===== src/rtl/lsu_byte_lane_if.sv =====
// Bundles the core-side request/response signals and the data-memory port of the LSU.
// The LSU uses the slave view; the core/memory environment uses the master view.
interface lsu_byte_lane_if;
  logic        req;
  logic        we;
  logic [2:0]  funct3;
  logic [31:0] addr;
  logic [31:0] wdata;
  logic [31:0] rdata;
  logic        stall;
  logic        fault_pulse;
  logic        fault_valid;
  logic [31:0] fault_addr;
  logic [1:0]  fault_cause;
  logic        fault_clr;
  logic [31:0] mem_A;
  logic [31:0] mem_WD;
  logic        mem_WE;
  logic [31:0] mem_RD;

  modport slave (
    input  req, we, funct3, addr, wdata, fault_clr, mem_RD,
    output rdata, stall, fault_pulse, fault_valid, fault_addr, fault_cause,
    output mem_A, mem_WD, mem_WE
  );

  modport master (
    output req, we, funct3, addr, wdata, fault_clr, mem_RD,
    input  rdata, stall, fault_pulse, fault_valid, fault_addr, fault_cause,
    input  mem_A, mem_WD, mem_WE
  );
endinterface


===== src/rtl/lsu_byte_lane.sv =====
// Load/store unit: byte-address to word-index translation, load extension, two-cycle
// read-modify-write for sb/sh, and a sticky record of the first rejected access.
module lsu_byte_lane #(
  parameter int MEM_WORDS = 1024
) (
  input logic            clk,
  input logic            rst,
  lsu_byte_lane_if.slave bus
);

  localparam logic [32:0] ADDR_LIMIT = 33'(4 * MEM_WORDS);

  typedef enum logic {IDLE, RMW_WR} state_t;

  state_t      state_q, state_d;
  logic [31:0] merge_q, merge_d;
  logic [29:0] idx_q, idx_d;
  logic        fault_valid_q, fault_valid_d;
  logic [31:0] fault_addr_q, fault_addr_d;
  logic [1:0]  fault_cause_q, fault_cause_d;

  logic        is_byte, is_half, is_word;
  logic        illegal, misaligned, out_of_range;
  logic [1:0]  cause;
  logic [7:0]  byte_sel;
  logic [15:0] half_sel;

  assign is_byte = (bus.funct3[1:0] == 2'b00);
  assign is_half = (bus.funct3[1:0] == 2'b01);
  assign is_word = (bus.funct3 == 3'b010);

  // Stores only exist in signed-size encodings, so any 1xx store code is illegal.
  assign illegal      = (bus.funct3 == 3'b011) || (bus.funct3[2:1] == 2'b11) ||
                        (bus.we && bus.funct3[2]);
  assign misaligned   = (is_half && bus.addr[0]) || (is_word && (bus.addr[1:0] != 2'b00));
  assign out_of_range = ({1'b0, bus.addr} >= ADDR_LIMIT);

  always_comb begin
    cause = 2'b00;
    if (illegal)           cause = 2'b11;
    else if (misaligned)   cause = 2'b01;
    else if (out_of_range) cause = 2'b10;
  end

  assign byte_sel = bus.mem_RD[{bus.addr[1:0], 3'b000} +: 8];
  assign half_sel = bus.mem_RD[{bus.addr[1], 4'b0000} +: 16];

  always_comb begin
    state_d         = state_q;
    merge_d         = merge_q;
    idx_d           = idx_q;
    fault_valid_d   = fault_valid_q;
    fault_addr_d    = fault_addr_q;
    fault_cause_d   = fault_cause_q;
    bus.rdata       = 32'h0;
    bus.stall       = 1'b0;
    bus.fault_pulse = 1'b0;
    bus.mem_WE      = 1'b0;
    bus.mem_A       = {2'b00, bus.addr[31:2]};
    bus.mem_WD      = bus.wdata;

    // Outputs are held at their reset values while rst is low, which also aborts an RMW write.
    if (rst) begin
      if (state_q == RMW_WR) begin
        bus.mem_A  = {2'b00, idx_q};
        bus.mem_WD = merge_q;
        bus.mem_WE = 1'b1;
        state_d    = IDLE;
      end else if (bus.req) begin
        if (cause != 2'b00) begin
          bus.fault_pulse = 1'b1;
        end else if (!bus.we) begin
          case (bus.funct3)
            3'b000:  bus.rdata = {{24{byte_sel[7]}}, byte_sel};
            3'b001:  bus.rdata = {{16{half_sel[15]}}, half_sel};
            3'b010:  bus.rdata = bus.mem_RD;
            3'b100:  bus.rdata = {24'h0, byte_sel};
            3'b101:  bus.rdata = {16'h0, half_sel};
            default: bus.rdata = 32'h0;
          endcase
        end else if (is_word) begin
          bus.mem_WE = 1'b1;
        end else begin
          bus.stall = 1'b1;
          merge_d   = bus.mem_RD;
          if (is_byte) merge_d[{bus.addr[1:0], 3'b000} +: 8] = bus.wdata[7:0];
          else         merge_d[{bus.addr[1], 4'b0000} +: 16] = bus.wdata[15:0];
          idx_d     = bus.addr[31:2];
          state_d   = RMW_WR;
        end
      end

      // A fault arriving together with fault_clr replaces the old record.
      if (bus.fault_clr) fault_valid_d = 1'b0;
      if (bus.fault_pulse && (!fault_valid_q || bus.fault_clr)) begin
        fault_valid_d = 1'b1;
        fault_addr_d  = bus.addr;
        fault_cause_d = cause;
      end
    end
  end

  always_ff @(posedge clk or negedge rst) begin
    if (!rst) begin
      state_q       <= IDLE;
      merge_q       <= 32'h0;
      idx_q         <= 30'h0;
      fault_valid_q <= 1'b0;
      fault_addr_q  <= 32'h0;
      fault_cause_q <= 2'b00;
    end else begin
      state_q       <= state_d;
      merge_q       <= merge_d;
      idx_q         <= idx_d;
      fault_valid_q <= fault_valid_d;
      fault_addr_q  <= fault_addr_d;
      fault_cause_q <= fault_cause_d;
    end
  end

  assign bus.fault_valid = fault_valid_q;
  assign bus.fault_addr  = fault_addr_q;
  assign bus.fault_cause = fault_cause_q;

endmodule


===== src/flat_wrapper.sv =====
// flat-port wrapper written by rule: the top's interface ports become plain ports
module lsu_byte_lane_flat 
#(
  parameter int MEM_WORDS = 1024
)
  (clk, rst, bus_req, bus_we, bus_funct3, bus_addr, bus_wdata, bus_fault_clr, bus_mem_RD, bus_rdata, bus_stall, bus_fault_pulse, bus_fault_valid, bus_fault_addr, bus_fault_cause, bus_mem_A, bus_mem_WD, bus_mem_WE);
  lsu_byte_lane_if bus_i ();
  input logic clk;
  input logic rst;
  input wire logic [$bits(bus_i.req)-1:0] bus_req;
  input wire logic [$bits(bus_i.we)-1:0] bus_we;
  input wire logic [$bits(bus_i.funct3)-1:0] bus_funct3;
  input wire logic [$bits(bus_i.addr)-1:0] bus_addr;
  input wire logic [$bits(bus_i.wdata)-1:0] bus_wdata;
  input wire logic [$bits(bus_i.fault_clr)-1:0] bus_fault_clr;
  input wire logic [$bits(bus_i.mem_RD)-1:0] bus_mem_RD;
  output wire logic [$bits(bus_i.rdata)-1:0] bus_rdata;
  output wire logic [$bits(bus_i.stall)-1:0] bus_stall;
  output wire logic [$bits(bus_i.fault_pulse)-1:0] bus_fault_pulse;
  output wire logic [$bits(bus_i.fault_valid)-1:0] bus_fault_valid;
  output wire logic [$bits(bus_i.fault_addr)-1:0] bus_fault_addr;
  output wire logic [$bits(bus_i.fault_cause)-1:0] bus_fault_cause;
  output wire logic [$bits(bus_i.mem_A)-1:0] bus_mem_A;
  output wire logic [$bits(bus_i.mem_WD)-1:0] bus_mem_WD;
  output wire logic [$bits(bus_i.mem_WE)-1:0] bus_mem_WE;
  assign bus_i.req = bus_req;
  assign bus_i.we = bus_we;
  assign bus_i.funct3 = bus_funct3;
  assign bus_i.addr = bus_addr;
  assign bus_i.wdata = bus_wdata;
  assign bus_i.fault_clr = bus_fault_clr;
  assign bus_i.mem_RD = bus_mem_RD;
  assign bus_rdata = bus_i.rdata;
  assign bus_stall = bus_i.stall;
  assign bus_fault_pulse = bus_i.fault_pulse;
  assign bus_fault_valid = bus_i.fault_valid;
  assign bus_fault_addr = bus_i.fault_addr;
  assign bus_fault_cause = bus_i.fault_cause;
  assign bus_mem_A = bus_i.mem_A;
  assign bus_mem_WD = bus_i.mem_WD;
  assign bus_mem_WE = bus_i.mem_WE;
  lsu_byte_lane #(.MEM_WORDS(MEM_WORDS)) u_core (.clk(clk), .rst(rst), .bus(bus_i));
endmodule

===== config.mk =====
export PLATFORM = sky130hd
export DESIGN_NAME = lsu_byte_lane_flat
export DESIGN_NICKNAME = d
export VERILOG_FILES = /design/src/rtl/lsu_byte_lane_if.sv /design/src/rtl/lsu_byte_lane.sv /design/src/flat_wrapper.sv
export SDC_FILE = /design/constraint.sdc
export NUM_CORES = 1
export LEC_CHECK = 0
export CAP_MARGIN = 20
export CORE_MARGIN = 1
export CORE_UTILIZATION = 48
export DETAILED_ROUTE_END_ITERATION = 8
export PLACE_DENSITY = 0.87
export SYNTH_ARGS = -nofsm -noshare
export SYNTH_HDL_FRONTEND = slang
export SYNTH_SLANG_ARGS = --single-unit

===== constraint.sdc =====
create_clock -name clk -period 7.1 [get_ports clk]
set_input_delay 1.42 -clock clk [delete_from_list [all_inputs] [get_ports clk]]
set_output_delay 1.42 -clock clk [all_outputs]
set_load 0.02 [all_outputs]

==> results of run 1 <==
## synth_stat cells (2+ instances only)
| library cell | number | area, sq um |
|---|---|---|
| mux2i_1 | 20 | 200 |
| nand3_1 | 4 | 20.0 |
| dfrtp_1 | 98 | 2450 |
| nor4_1 | 4 | 25.0 |
| o21ai_0 | 6 | 30.0 |
| nor2b_1 | 22 | 138 |
| and4_1 | 2 | 17.5 |
| a22o_1 | 16 | 140 |
| nor2_1 | 17 | 63.8 |
| buf_4 | 5 | 37.5 |
| mux2_4 | 39 | 586 |
| mux2_2 | 107 | 1200 |
| a22oi_1 | 8 | 60.1 |
| nor3_1 | 2 | 10.0 |
| or4_1 | 2 | 15.0 |
| clkbuf_1 | 18 | 67.6 |
| ha_1 | 4 | 50.1 |
| a221oi_1 | 16 | 140 |
| buf_6 | 6 | 67.6 |
| nand3b_1 | 2 | 15.0 |
| a222oi_1 | 7 | 70.1 |
| a21oi_1 | 42 | 210 |
| buf_2 | 7 | 35.0 |
| inv_1 | 8 | 30.0 |
| nand2_1 | 18 | 67.6 |
| buf_1 | 3 | 11.3 |
## through the flow
stage	cells	hold slack, ns	power, mW	area (sq um)
4_1_cts	893	0.507	1.56	8680
3_3_place_gp	877	0.480	1.04	8370
6_report	895	0.505	1.56	8720
3_5_place_dp	877	0.484	1.05	8370
5_1_grt	895	0.519	1.61	8720
2_1_floorplan	505	0.460	0.819	5960
## how the worst max path moves through the flow
stage	from	end	cells past startpoint
after global placement	bus_funct3[0]	bus_rdata[2]	6
after CTS	bus_addr[1]	bus_rdata[15]	9
final	bus_addr[1]	bus_rdata[27]	9
after global routing	bus_funct3[0]	bus_rdata[0]	6
after detailed placement	bus_addr[1]	bus_rdata[15]	9
after floorplan	bus_addr[1]	bus_rdata[29]	8
## flip-flops by register name (all words and copies together) (netlist names)
register	cells
u_core.bus.fault_cause	2
u_core.merge_q	32
u_core.bus.fault_addr	32
u_core.state_q	1
u_core.idx_q	30
u_core.bus.fault_valid	1
## logic make-up (layout without fill, tap and decap cells)
group / Yosys count / after routing
buffers and inverters: 47 / 269
and+or+nand+nor: 84 / 84
muxes: 166 / 166
adders and majority gates: 4 / 4
AOI/OAI and AO/OA: 104 / 104
other: 1 / 2
DFF: 98 / 98
## layer usage
layer	global-route usage [%]	up-vias	wire length [um]
li1	-	2330	-
met1	41.3	2623	8620
met3	4.71	35	1040
met2	52.0	216	9740
met5	0	-	0
met4	10.8	0	537
## critical path, delay by kind of cell
| family | cells | cell delay [ns] |
|---|---|---|
| AND/OR/NAND/NOR | 2 | 0.35 |
| adder cells (fa/ha/maj) | 1 | 0.29 |
| buffers and inverters | 4 | 1.86 |
| AO/OA/AOI/OAI | 2 | 0.41 |
## power breakdown
part	switching, mW	internal [mW]	leakage [nW]	total, mW
combinational	0.213	0.220	2.23	0.433
sequential	0.0205	0.595	1.29	0.616
clock	0.229	0.280	0.146	0.509
## area by class of cell
type	instances	share of cell area [%]
multi-input combinational	360	37.5
sequential	98	28.1
timing repair buffer	245	28.1
clock buffer	9	2.58
tap	168	2.41
clock inverter	7	0.976
inverter	8	0.344
==> reports/qor.txt, run 1 <==
# rows - 40
Clock skew - 0.00591 ns
Number of max-cap violations - 0
Hold Buf Count CTS - 0
Hold path endpoint - u_core.idx_q[21]
# H-tree levels - 3
CP max-delay cell - clkdlybuf4s50_1
Place WS - 1.40 ns
TNS Setup - 0 ns
ANT cells - 0
Die Width - 113 um
IO buf count - 235
Worst flop-to-flop path startpoint - u_core.state_q
R2r worst-path depth - 4
Reg area - 0.00245 sq mm
Vias in the first global route - 5233
Clk root buf - clkbuf_16
Max FO, Critical Path - 32
Area grow syn2layout - 46.5%
Core ar. - 0.0121 sq mm
# Post-CTS Setup Buffers - 0
Worst hold path class - reg2reg
Final Hold Fails - 0
CP Class - in2out
Largest family of logic cells by synthesized area - multiplexers
Share of cells above drive strength 1 - 24.8%
Clk slew on worst S/H paths - 0.07 ns
CP max stage delay - 0.69 ns
Highest clock rate - 0.174 GHz
Reg-to-reg slack, setup - 4.72 ns
Crit path cell chain - clkdlybuf4s50_1 -> inv_1 -> ha_1 -> nor3b_2 -> o211a_1 -> nand3_1 -> buf_4 -> a21oi_1 -> clkdlybuf4s50_1
Maximum vdd drop - 177 uV
Routed WL - 19900 um
CP dominant cell by count - clkdlybuf4s50_1
Final nets - 830
Chip height - 113 um
Fillers - 863
Starting density of the core - 49.4%
TritonCTS Sinks - 98
Die area - 0.0129 sq mm
Xor-xnor portion of the synthesized cell area - 0%
Register area share after synthesis - 41.2%
Synth Instances - 504
Status - finished, final reports clean
Drt pass-1 iters - 9
Hold path cells - 1
Ys async rst share - 100%
Crit. End Element - primary output
Arr. time, crit path - 4.34 ns
Adder-Cell Fraction of Synth Area - 0.841%
CTS tree - done
Final core utilization - 72.3%
Post-route ant nets - 0
Commonest non-fill, non-tap cell in the layout - clkdlybuf4s50_1
Synthesized cell area - 0.00595 sq mm
Final Wtd Congestion - 0.979
PD cells - 179 mW/mm^2
Wire per inst - 22.3 um
Largest net degree at the start of global routing - 64
Multi-input logic area - 0.00327 sq mm
DR iter-0 viols - 301
Max Root-Sink Buffers - 2
HP Start - u_core.idx_q[21]
RSZ-0062 raised after global routing - false
Number of synthesized register bits - 98
Antenna violations before repair - 0
Worst Tran Pin Value - 1.07 ns
Most frequently used flop master after synthesis - dfrtp_1
First-pass GRT wire length - 30400 um
Mux cell area share after synthesis - 33.4%
Reg-to-Reg End - u_core.merge_q[0]
CTS Buf Count - 9
Compound-gate portion of the synthesized area - 12.3%
Slew headroom - 28.6%
Lkg Pwr - 3.67 nW
Final Max Slew Viols - 0
Syn avg cell area - 11.8 sq um
DRC Markers - 0
Worst skew pair latency - 0.35 ns
DP Wirelength - 14600 um
Via/cell ratio - 5.81
Period utilisation layout - 81.2%
Cts repair resizes - 0
WP data required - 5.68 ns
Syn. warnings - 0
Post-synthesis cell type count - 47
Crit path time final - 5.76 ns
GR Overflow Total - 0
I/O pins - 238
Total GRT Usage - 31.1%
Simple-Gate Fraction of Synth Area - 7.97%
Vias - 5204
Startpoint Class - input port
Post-synth EDFFs - 0
Final setup fails - 0
Most frequent cells in the layout - clkdlybuf4s50_1, mux2_2, dfrtp_1, a21oi_1, mux2_4
Final worst slack - 1.34 ns
No activity file was read; power rests on OpenSTA's default activity.
==> run 2: changes to the inputs <==
Settings changed: CORE_UTILIZATION 48 to 40, PLACE_DENSITY 0.87 to 0.78.
Clock period 7.1 ns to 5.1 ns, I/O delays scaled along.
==> run 2 against run 1 <==
Net effect: via count is 1.6% lower; cell area up 0.79%; combinational power is 39% higher; non-clock buffer count increased by 5; sequential share of layout area shrank 0.22 points; utilization down 12 points; first-iteration DRC count grew 9.0%; critical endpoint unchanged.
==> reports/qor.txt, run 2 (synthesis results as in run 1) <==
Status - finished, final reports clean
Arr. time, crit path - 3.84 ns (-0.50 ns)
Buf/Inv on CP - 2 (-2)
Vias in the first global route - 5030 (-3.9%)
TritonCTS Sinks - 98 (unchanged)
Clk root buf - clkbuf_16
Share of cells above drive strength 1 - 25.3% (+0.51 points)
Post-route ant nets - 0 (unchanged)
Cts repair resizes - 0 (unchanged)
Core ar. - 0.0145 sq mm (+20%)
Worst hold path class - reg2reg
# Post-CTS Setup Buffers - 0 (unchanged)
Crit path from - bus_addr[1]
Total GRT Usage - 25.2% (-6.0 points)
# H-tree levels - 3 (unchanged)
Die area - 0.0154 sq mm (+20%)
Clk slew on worst S/H paths - 0.07 ns (about the same)
Final Max Slew Viols - 0 (unchanged)
PD cells - 248 mW/mm^2 (+39%)
CP Class - in2out
Crit path cell chain - clkdlybuf4s50_1 -> mux2_2 -> nor3_1 -> or4_1 -> a21oi_1 -> clkdlybuf4s50_1
Maximum vdd drop - 165 uV (-6.6%)
Max FO, Critical Path - 16 (-50%)
Place WS - 0.250 ns (-1.15 ns)
IO buf count - 235 (unchanged)
GR Overflow Total - 0 (unchanged)
Fillers - 1199 (+39%)
Startpoint Class - input port
Largest net degree at the start of global routing - 71 (+11%)
Total Power - 2.18 mW (+40%)
Commonest non-fill, non-tap cell in the layout - clkdlybuf4s50_1
TNS Setup - 0 ns (unchanged)
Antenna violations before repair - 0 (unchanged)
Period utilisation layout - 95.3%
CP max stage delay - 0.85 ns (+0.16 ns)
Lkg Pwr - 3.70 nW (+0.87%)
DR iter-0 viols - 328 (+9.0%)
CTS Buf Count - 9 (unchanged)
Final Wtd Congestion - 0.942 (-3.8%)
Wire per inst - 21.3 um (-4.3%)
Inst Count DP - 899 (+2.5%)
First-pass GRT wire length - 28700 um (-5.6%)
Hold Buf Count CTS - 0 (unchanged)
DRC Markers - 0 (unchanged)
I/O pins - 238 (unchanged)
CP max-delay cell - or4_1
Chip height - 124 um (+9.4%)
Reg-to-reg slack, setup - 2.99 ns (-1.73 ns)
Worst skew pair latency - 0.35 ns (about the same)
CP delay by family, top - buffers and inverters
Die Width - 124 um (+9.4%)
Number of max-cap violations - 0 (unchanged)
Final Hold Fails - 0 (unchanged)
Crit path time final - 4.86 ns
Drt pass-1 iters - 7 (-2)
Starting density of the core - 41.0% (-8.4 points)
Post-Layout Cell Count - 916 (+2.3%)
ANT cells - 0 (unchanged)
# rows - 44 (+10%)
Area grow syn2layout - 47.6%
Routed WL - 19500 um (-2.0%)
Via/cell ratio - 5.59 (-3.9%)
HP Start - u_core.idx_q[14]
Clock skew - 0.00742 ns (+0.00151 ns)
WP data required - 4.08 ns (-1.60 ns)
Vias - 5121 (-1.6%)
Worst flop-to-flop path startpoint - u_core.state_q
Max Root-Sink Buffers - 2 (unchanged)
Final nets - 835 (+0.60%)
CTS tree - done
DP Wirelength - 14600 um (-0.52%)
Most frequent cells in the layout - clkdlybuf4s50_1, mux2_2, dfrtp_1, a21oi_1, mux2_4
Worst Tran Pin Value - 1.03 ns (-0.0423 ns)
CP dominant cell by count - clkdlybuf4s50_1
Final setup fails - 0 (unchanged)
Slew headroom - 31.1% (+2.5 points)
Final worst slack - 0.238 ns (-1.10 ns)
Crit. End Element - primary output
Highest clock rate - 0.206 GHz
RSZ-0062 raised after global routing - false
run 2: routing by layer:
metal	GRT usage (%)	wire length [um]
met1	33.7	8440
met2	39.7	9230
met4	11.5	600
met3	4.30	1260
met5	0	0
run 2: layout make-up:
cell class              instances  area [sq um]  area share, %
repair buffers                250          2490           28.3
clock inverters                 6          82.6          0.940
flip-flops and latches         98          2450           27.9
well taps                     184           230           2.62
multi-input cells             360          3270           37.2
inverters                       8          30.0          0.342
clock buffers                  10           239           2.72
run 2: worst paths after layout:
kind                                                  end  cells past startpoint
worst min register to register           u_core.idx_q[14]                      1
worst max register to register          u_core.merge_q[1]                      5
max in group asynchronous       u_core.bus.fault_addr[27]                      2
worst max-delay path                        bus_rdata[27]                      6
worst min-delay path                     u_core.idx_q[14]                      1
min in group asynchronous               u_core.merge_q[5]                      1
run 2: where the power goes:
part	leakage (nW)	internal, mW	switching, mW
Sequential	1.29	0.829	0.0280
Combinational	2.26	0.308	0.293
Clock	0.154	0.405	0.320
run 2: through the flow:
| stage | instance area, sq um | hold WS, ns | utilization (%) |
|---|---|---|---|
| CTS | 8780 | 0.506 | 60.4 |
| global placement | 8460 | 0.481 | 58.2 |
| floorplan | 5960 | 0.460 | - |
| global route | 8790 | 0.518 | 60.5 |
| detailed placement | 8460 | 0.488 | 58.2 |
| finish | 8790 | 0.501 | 60.5 |
run 2: worst reg2reg max path, delay by kind of cell (launching register included):
kind	cells	cell delay, ns
buffers and inverters	1	0.35
AND/OR/NAND/NOR	3	0.85
multiplexers	1	0.40
flip-flops	1	0.40
